==> src/rtl/display_pkg.sv <==
// Shared types and helpers for the multiplexed BCD display scanner.
// Duty helper is only consumed when DISPLAY_SCANNER_BRIGHTNESS_EN is defined.
package display_pkg;

    localparam int BCD_W = 4;
    localparam int CNT_W = 16;

    typedef enum logic {
        ST_ON,
        ST_GUARD
    } scan_state_t;

    // Number of ON cycles a digit stays lit for brightness level b (0..7).
    function automatic logic [CNT_W-1:0] duty_thr(input logic [2:0] b, input int dwell);
        return CNT_W'(((int'(b) + 1) * dwell) / 8);
    endfunction

endpackage

==> src/rtl/scan_timer.sv <==
// Slot counter plus ON/GUARD phase FSM for the display scanner.
// Emits slot_start (last GUARD cycle), on_last and frame_end strobes.
module scan_timer import display_pkg::*; #(
    parameter int NUM_DIGITS = 4,
    parameter int DWELL      = 64,
    parameter int GUARD      = 4,
    parameter int IDX_W      = 2
) (
    input  logic              clk,
    input  logic              rst_n,
    output scan_state_t       state,
    output logic [CNT_W-1:0]  cnt,
    output logic [IDX_W-1:0]  nxt_idx,
    output logic              slot_start,
    output logic              on_last,
    output logic              frame_end
);

    localparam logic [IDX_W-1:0] MSD = IDX_W'(NUM_DIGITS - 1);

    scan_state_t      state_d;
    logic [CNT_W-1:0] cnt_d;
    logic [IDX_W-1:0] idx, idx_d;
    logic             started, started_d;

    // The guard after reset is a lead-in: it enters the MSD without decrementing.
    assign nxt_idx = !started ? idx : ((idx == '0) ? MSD : idx - 1'b1);

    always_ff @(posedge clk or negedge rst_n) begin
        if (!rst_n) begin
            state   <= ST_GUARD;
            cnt     <= '0;
            idx     <= MSD;
            started <= 1'b0;
        end else begin
            state   <= state_d;
            cnt     <= cnt_d;
            idx     <= idx_d;
            started <= started_d;
        end
    end

    always_comb begin
        state_d   = state;
        cnt_d     = cnt + 1'b1;
        idx_d     = idx;
        started_d = started;
        case (state)
            ST_ON: begin
                if (cnt == CNT_W'(DWELL - 1)) begin
                    state_d = ST_GUARD;
                    cnt_d   = '0;
                end
            end
            default: begin
                if (cnt == CNT_W'(GUARD - 1)) begin
                    state_d   = ST_ON;
                    cnt_d     = '0;
                    idx_d     = nxt_idx;
                    started_d = 1'b1;
                end
            end
        endcase
    end

    always_comb begin
        slot_start = (state == ST_GUARD) && (cnt == CNT_W'(GUARD - 1));
        on_last    = (state == ST_ON) && (cnt == CNT_W'(DWELL - 1));
        frame_end  = slot_start && started && (idx == '0);
    end

endmodule

==> src/rtl/bcd_display_scanner.sv <==
// Multiplexed BCD scan controller driving one shared decoder with ripple blanking.
// Optional per-slot duty control is enabled with DISPLAY_SCANNER_BRIGHTNESS_EN.
module bcd_display_scanner import display_pkg::*; #(
    parameter int NUM_DIGITS = 4,
    parameter int DWELL      = 64,
    parameter int GUARD      = 4
) (
    input  logic                        clk,
    input  logic                        rst_n,
    input  logic                        upd_valid,
    output logic                        upd_ready,
    input  logic [BCD_W*NUM_DIGITS-1:0] upd_data,
    input  logic                        lz_blank_en,
`ifdef DISPLAY_SCANNER_BRIGHTNESS_EN
    input  logic [2:0]                  bright,
`endif
    output logic [BCD_W-1:0]            bcd,
    output logic                        rbi,
    input  logic                        rbo_in,
    output logic [NUM_DIGITS-1:0]       digit_en,
    output logic                        frame_start
);

    localparam int IDX_W = (NUM_DIGITS > 1) ? $clog2(NUM_DIGITS) : 1;
    localparam logic [IDX_W-1:0] MSD = IDX_W'(NUM_DIGITS - 1);

    scan_state_t                 state;
    logic [CNT_W-1:0]            cnt;
    logic [CNT_W-1:0]            on_thr;
    logic [IDX_W-1:0]            nxt_idx;
    logic                        slot_start, on_last, frame_end, on_cut;
    logic [BCD_W*NUM_DIGITS-1:0] disp, shadow, disp_eff;
    logic                        pending, pending_d, accept, chain, slot_rbi;
    logic [NUM_DIGITS-1:0]       en_nxt;

    scan_timer #(
        .NUM_DIGITS (NUM_DIGITS),
        .DWELL      (DWELL),
        .GUARD      (GUARD),
        .IDX_W      (IDX_W)
    ) u_timer (
        .clk        (clk),
        .rst_n      (rst_n),
        .state      (state),
        .cnt        (cnt),
        .nxt_idx    (nxt_idx),
        .slot_start (slot_start),
        .on_last    (on_last),
        .frame_end  (frame_end)
    );

`ifdef DISPLAY_SCANNER_BRIGHTNESS_EN
    logic [2:0] bright_q;
    always_ff @(posedge clk or negedge rst_n) begin
        if (!rst_n)          bright_q <= 3'd7;
        else if (slot_start) bright_q <= bright;
    end
    assign on_thr = duty_thr(bright_q, DWELL);
`else
    assign on_thr = CNT_W'(DWELL);
`endif

    assign on_cut = (state == ST_ON) && ((cnt + 1'b1) == on_thr);
    assign accept = upd_valid && !pending;
    // The MSD slot entry coincides with the boundary, so it must see the incoming frame.
    assign disp_eff = (frame_end && pending) ? shadow : disp;

    always_comb begin
        pending_d = pending;
        if (frame_end && pending) pending_d = 1'b0;
        else if (accept)          pending_d = 1'b1;
    end

    always_comb begin
        en_nxt          = '0;
        en_nxt[nxt_idx] = 1'b1;
        if (nxt_idx == MSD)      slot_rbi = ~lz_blank_en;
        else if (nxt_idx == '0)  slot_rbi = 1'b1;
        else                     slot_rbi = chain;
    end

    always_ff @(posedge clk or negedge rst_n) begin
        if (!rst_n) begin
            disp      <= '0;
            shadow    <= '0;
            pending   <= 1'b0;
            upd_ready <= 1'b1;
        end else begin
            if (accept)               shadow <= upd_data;
            if (frame_end && pending) disp   <= shadow;
            pending   <= pending_d;
            upd_ready <= ~pending_d;
        end
    end

    always_ff @(posedge clk or negedge rst_n) begin
        if (!rst_n) begin
            digit_en    <= '0;
            bcd         <= '0;
            rbi         <= 1'b1;
            frame_start <= 1'b0;
            chain       <= 1'b1;
        end else begin
            if (slot_start) begin
                digit_en    <= en_nxt;
                bcd         <= disp_eff[{nxt_idx, 2'b00} +: BCD_W];
                rbi         <= slot_rbi;
                frame_start <= (nxt_idx == MSD);
            end else begin
                frame_start <= 1'b0;
                if (on_cut || on_last) digit_en <= '0;
            end
            if (on_last) chain <= rbo_in;
        end
    end

endmodule

==> config.mk <==
export PLATFORM = sky130hd
export DESIGN_NAME = bcd_display_scanner
export DESIGN_NICKNAME = d
export VERILOG_FILES = /design/src/rtl/display_pkg.sv /design/src/rtl/scan_timer.sv /design/src/rtl/bcd_display_scanner.sv
export SDC_FILE = /design/constraint.sdc
export NUM_CORES = 1
export LEC_CHECK = 0
export BUFFER_PORTS_ARGS = -buffer_cell sky130_fd_sc_hd__buf_2
export CELL_PAD_IN_SITES_DETAIL_PLACEMENT = 0
export CELL_PAD_IN_SITES_GLOBAL_PLACEMENT = 2
export CORE_MARGIN = 2
export CORE_UTILIZATION = 39
export DETAILED_ROUTE_END_ITERATION = 8
export PLACE_DENSITY = 0.78
export SETUP_SLACK_MARGIN = 0.4
export SLEW_MARGIN = 15
export SYNTH_ARGS = -nofsm -noshare
export SYNTH_HDL_FRONTEND = slang
export SYNTH_SLANG_ARGS = --single-unit
==> constraint.sdc <==
create_clock -name clk -period 2.3 [get_ports clk]
set_input_delay 0.115 -clock clk [delete_from_list [all_inputs] [get_ports clk]]
set_output_delay 0.115 -clock clk [all_outputs]
set_load 0.05 [all_outputs]
# == After elaboration in Yosys (flattened, before gate mapping) ==
# Cells that the tools add are included.
# op_classes
shifts,1
reduce_logical,14
n_lt_le_gt_ge,2
add_sub_neg,2
bitwise,3
muxes,18
n_eq_ne,4
# op_table
cell,count
2-to-1 mux 16 bit,4
"adder 16 x 1 -> 16 bit, second input constant",1
"== test 16 x 2 -> 1 bit, second input constant",1
"== test 16 x 6 -> 1 bit, second input constant",1
"== test 16 x 7 -> 1 bit, second input constant",1
indexed part select 16 x 5 -> 4 bit,1
2-to-1 mux 1 bit,9
logical AND 1 bit,8
2-to-1 mux 4 bit,2
zero test 2 bit,2
2-to-1 mux 2 bit,2
"< comparator 2 x 3 -> 1 bit, second input constant",1
NOT 1 bit,3
demux 1 bit (select 2 bit),1
"== test 2 bit, second input constant",1
">= comparator 2 x 1 -> 1 bit, second input constant",1
AND reduction 2 bit,1
nonzero test 2 bit,1
"subtractor 2 x 1 -> 2 bit, second input constant",1
zero test 1 bit,1
logical OR 1 bit,1
# word_totals
ff_bits,65
out_inout_bits,11
in_bits,21
elab_cells,57

# == Longest topological paths before layout ==
# logic_depth
word_depth,8
depth_mapped,8
mapped_depth_nobuf,7

# == Hierarchy ==
# Synthesis repeated with hierarchy kept, for this count alone.
# hier_totals
hier_cells,249
hier_area_um2,3085.5
# modules_own_cells
module,seq_area_each_um2,area_per_inst_um2,cells_per_inst,instances
bcd_display_scanner,1129.8,1958.1,144,1
scan_timer,504.2,1127.3,105,1

# == Least setup slack after synthesis ==
# Ideal clock, no wire load.
# synth_path
path_type,register -> register
from,register u_timer.cnt[9]
to,register bcd[2]
synth_period_minus_slack_ps,1994
setup_time_ps,129
path_buffers,2
path_slack_ps,306
required_ps,2171
stages_incl_launch_ff,9
arrival_time_ps,1865
cell_sequence,dfrtp_1 > buf_6 > nor4_4 > nor3b_4 > nand3_4 > buf_6 > mux2_4 > a22oi_1 > a21oi_1
# synth_via
elab_chain_len,7
# synth_rtl
item,line,source
from (decl),scan_timer.sv:12,"output logic [CNT_W-1:0] cnt,"
from (signal assigned),scan_timer.sv:37,cnt <= cnt_d;
== test 16 x 2 -> 1 bit,scan_timer.sv:67,slot_start = (state == ST_GUARD) && (cnt == CNT_W'(GUARD - 1));
logical AND 1 bit,scan_timer.sv:67,
logical AND 1 bit (2 in series),scan_timer.sv:69,frame_end = slot_start && started && (idx == '0);
logical AND 1 bit,bcd_display_scanner.sv:66,assign disp_eff = (frame_end && pending) ? shadow : disp;
2-to-1 mux 16 bit,--,
via disp_eff[6],bcd_display_scanner.sv:32,"logic [BCD_W*NUM_DIGITS-1:0] disp, shadow, disp_eff;"
indexed part select 16 x 5 -> 4 bit,bcd_display_scanner.sv:106,"bcd <= disp_eff[{nxt_idx, 2'b00} +: BCD_W];"
to (signal assigned),bcd_display_scanner.sv:106,
to (decl),bcd_display_scanner.sv:17,"output logic [BCD_W-1:0] bcd,"
# The timed path passes the listed nets, and every way through them passes these cells.
# A chain may end at the register's enable or synchronous reset.

# == Worst setup path in the final report ==
# layout_path
from,register u_timer.cnt[7]
to,register bcd[2]
# The elaborated chain is that of the path after synthesis.

==> flow_metrics.py <==
metrics = {
    "timing": {
        "worst_slew_pin_slew_ns": 0.4176,
        "max_freq_mhz": 482.3,
        "drv_slew": 0,
        "finClkSkew_ns": 0.008123,
        "tns_ns": 0,
        "slew-limit-headroom": 0.7207,
        "period_share": 0.9014,
        "final.min_clock_period_ns": 2.073,
        "setup_violations": 0,
        "rsz0062_at_grt": "yes",
        "finalHoldViolCount": 0,
    },
    "global_route": {
        "grt_usage": 0.1789,
        "grt_pass1_vias": 2316,
        "grt-ovfl-total": 0,
        "grt_first_pass_wirelength_um": 11750,
        "antenna_found_initial": 0,
        "grt_max_degree": 66,
    },
    "logic_synthesis": {
        "synth_edf_count": 0,
        "synthFlopType": "dfrtp_1",
        "syn_avg_cell_area_um2": 11.85,
        "ys_async_sr_fraction": 1.000,
        "yosysMostFrequentCell": "dfrtp_1",
        "synth_top_area_frac": 0.4812,
        "ys_ff_latch": 65,
        "synth_nets": 283,
        "synthTopCellsByArea": "dfrtp_1, mux2_2, dfstp_2",
        "synth_commonest_cells": "dfrtp_1, mux2_2, nor2_1",
        "synth_top_area_cell": "dfrtp_1",
        "yosysSeqAreaShare": 0.5326,
        "synthCells": 259,
        "syn_area_mm2": 0.003068,
        "ys_warn_count": 0,
        "synthDistinctLibCells": 44,
    },
    "routing": {
        "drtIter0Drc": 64,
        "wl_per_cell_um": 15.77,
        "drt_drc_violations_left": 0,
        "wirelength_um": 7175,
        "dr.pass1.iters": 4,
        "antenna_left": 0,
        "vias": 2332,
        "viasPerCell": 5.125,
    },
    "layout": {
        "diodes": 0,
        "area_growth_pct": 38.58,
        "fillers": 700,
        "drive_gt1_frac": 0.4986,
        "fin_area_mm2": 0.004252,
        "multi_input_area_mm2": 0.001548,
        "final_cell_count_no_fill": 455,
        "fin_nets": 372,
        "regArea_mm2": 0.001640,
    },
    "placed_design": {
        "gp_congestion": 0.7724,
        "dp_cells": 400,
        "placed_area_mm2": 0.003450,
        "io_buffers": 31,
        "hpwl_um": 4599,
    },
    "power": {
        "vdd_drop_max_uv": 266.6,
        "p_total_mw": 2.412,
        "powerDensity_mw_per_mm2": 567.4,
        "p_leak_nw": 1.963,
    },
    "die": {
        "io-pin-count": 32,
        "start_util": 0.3991,
        "die_area_mm2": 0.008592,
        "coreArea_mm2": 0.007687,
        "num_rows": 32,
        "fp.dieW_um": 92.70,
        "die_h_um": 92.70,
    },
    "clock_network": {
        "clockBufferDepth": 2,
        "cts_tree": "done",
        "clock_latency_ns": 0.34,
        "cts_sinks": 65,
        "htreeDepth": 3,
        "clk_pin_slew_ns": 0.08,
        "cts_root_buf": "clkbuf_8",
        "cts_made_buffers": 9,
    },
    "flow_run": {
        "drv_cap": 0,
    },
    "critical_path": {
        "end_kind": "flop",
        "slowest_delay_ns": 0.43,
        "required_ns": 2.52,
        "crit_family": "simple AND/OR/NAND/NOR gates",
        "critPathKind": "reg2reg",
        "path_buf_inv": 1,
        "critical_path_arrival_ns": 2.29,
        "crit_slowest_cell": "dfrtp_2",
        "timing.critical_path.fanout_max": 7,
        "cp_cell_sequence": "nor4_4, nor3b_4, nand3_4, buf_4, mux2_2, a22oi_1, a21oi_1",
        "cp-start-kind": "flop",
    },
    "outcome": {
        "status": "finished clean",
    },
    "min_path": {
        "hold_class": "in2reg",
    },
}
layout by cell type, fill, tap and decap left out, types with 5 or more instances in the layout:
cell	Yosys	layout
buf_4	0	37
nor2_1	16	16
nand2_1	15	13
clkbuf_8	0	10
nand3_1	12	8
inv_1	7	7
nand4_1	7	7
dfrtp_1	59	54
buf_2	3	31
xor2_1	9	8
buf_6	3	7
dlygate4sd3_1	0	15
mux2_2	27	24
mux2_4	6	9
xnor2_1	9	9
dfstp_2	6	6
dfrtp_2	0	5
path summary, 6_finish.rpt:
path	end	from	slack (ns)	cells past startpoint
min in group asynchronous	digit_en[0]	rst_n	0.31	3
setup / recovery	bcd[2]	u_timer.cnt[7]	0.23	7
hold reg to reg	u_timer.idx[1]	u_timer.idx[1]	0.50	2
setup reg to reg	bcd[2]	u_timer.cnt[7]	0.23	7
hold / removal	shadow[14]	upd_data[14]	0.02	2
max in group asynchronous	rbi	rst_n	1.66	3
cell families after synthesis:
| family | count (synthesis) | synth area share |
|---|---|---|
| AND/OR/NAND/NOR | 86 | 0.1644 |
| XOR/XNOR | 18 | 0.05139 |
| buffers and inverters | 21 | 0.03426 |
| multiplexers | 33 | 0.1285 |
| AO/OA/AOI/OAI | 33 | 0.07667 |
| adder cells (fa/ha/maj) | 3 | 0.01224 |
| flip-flops | 65 | 0.5326 |
registers in the layout (all words and copies together), names as in the netlist:
name / count
bcd: 4
chain: 1
digit_en: 4
disp: 16
frame_start: 1
pending: 1
rbi: 1
shadow: 16
u_timer.cnt: 16
u_timer.idx: 2
u_timer.started: 1
u_timer.state: 1
upd_ready: 1
routing by layer:
layer	GRT usage	share of wire
met1	0.2475	0.47
met2	0.2755	0.48
met3	0.03336	0.038
met4	0.07843	0.017
met5	0	0
where the power goes:
group | total [mW] | internal [mW] | switching (mW)
combinational | 0.0984 | 0.0598 | 0.0387
clock | 1.11 | 0.644 | 0.469
sequential | 1.20 | 1.18 | 0.0203
final cells by class:
type,instances,share of cell area
multi-input combinational,174,0.3640
sequential,65,0.3858
clock buffer,10,0.03237
clock inverter,6,0.02119
tap,102,0.03002
inverter,7,0.006180
timing repair buffer,91,0.1604
through the flow:
| stage | setup slack (ns) | utilization | hold slack, ns |
|---|---|---|---|
| global route | 0.1098 | 0.5531 | 0.005025 |
| CTS | 0.2751 | 0.5324 | 0.007117 |
| finish | 0.2267 | 0.5531 | 0.01748 |
| floorplan | 0.3167 | - | -0.1806 |
| detailed placement | 0.1115 | 0.4487 | 0.1626 |
| global placement | 0.1813 | 0.4487 | 0.1614 |
what timing repair did:
item / CTS / global route
pin swaps: 14 / 11
gates cloned: 1 / 0
setup endpoints to repair: 18 / 20
hold buffers: 15 / 0
hold endpoints to repair: 73 / 0
setup buffers: 14 / 9
resized for setup: 38 / 24
(Power assumes the default switching activity.)
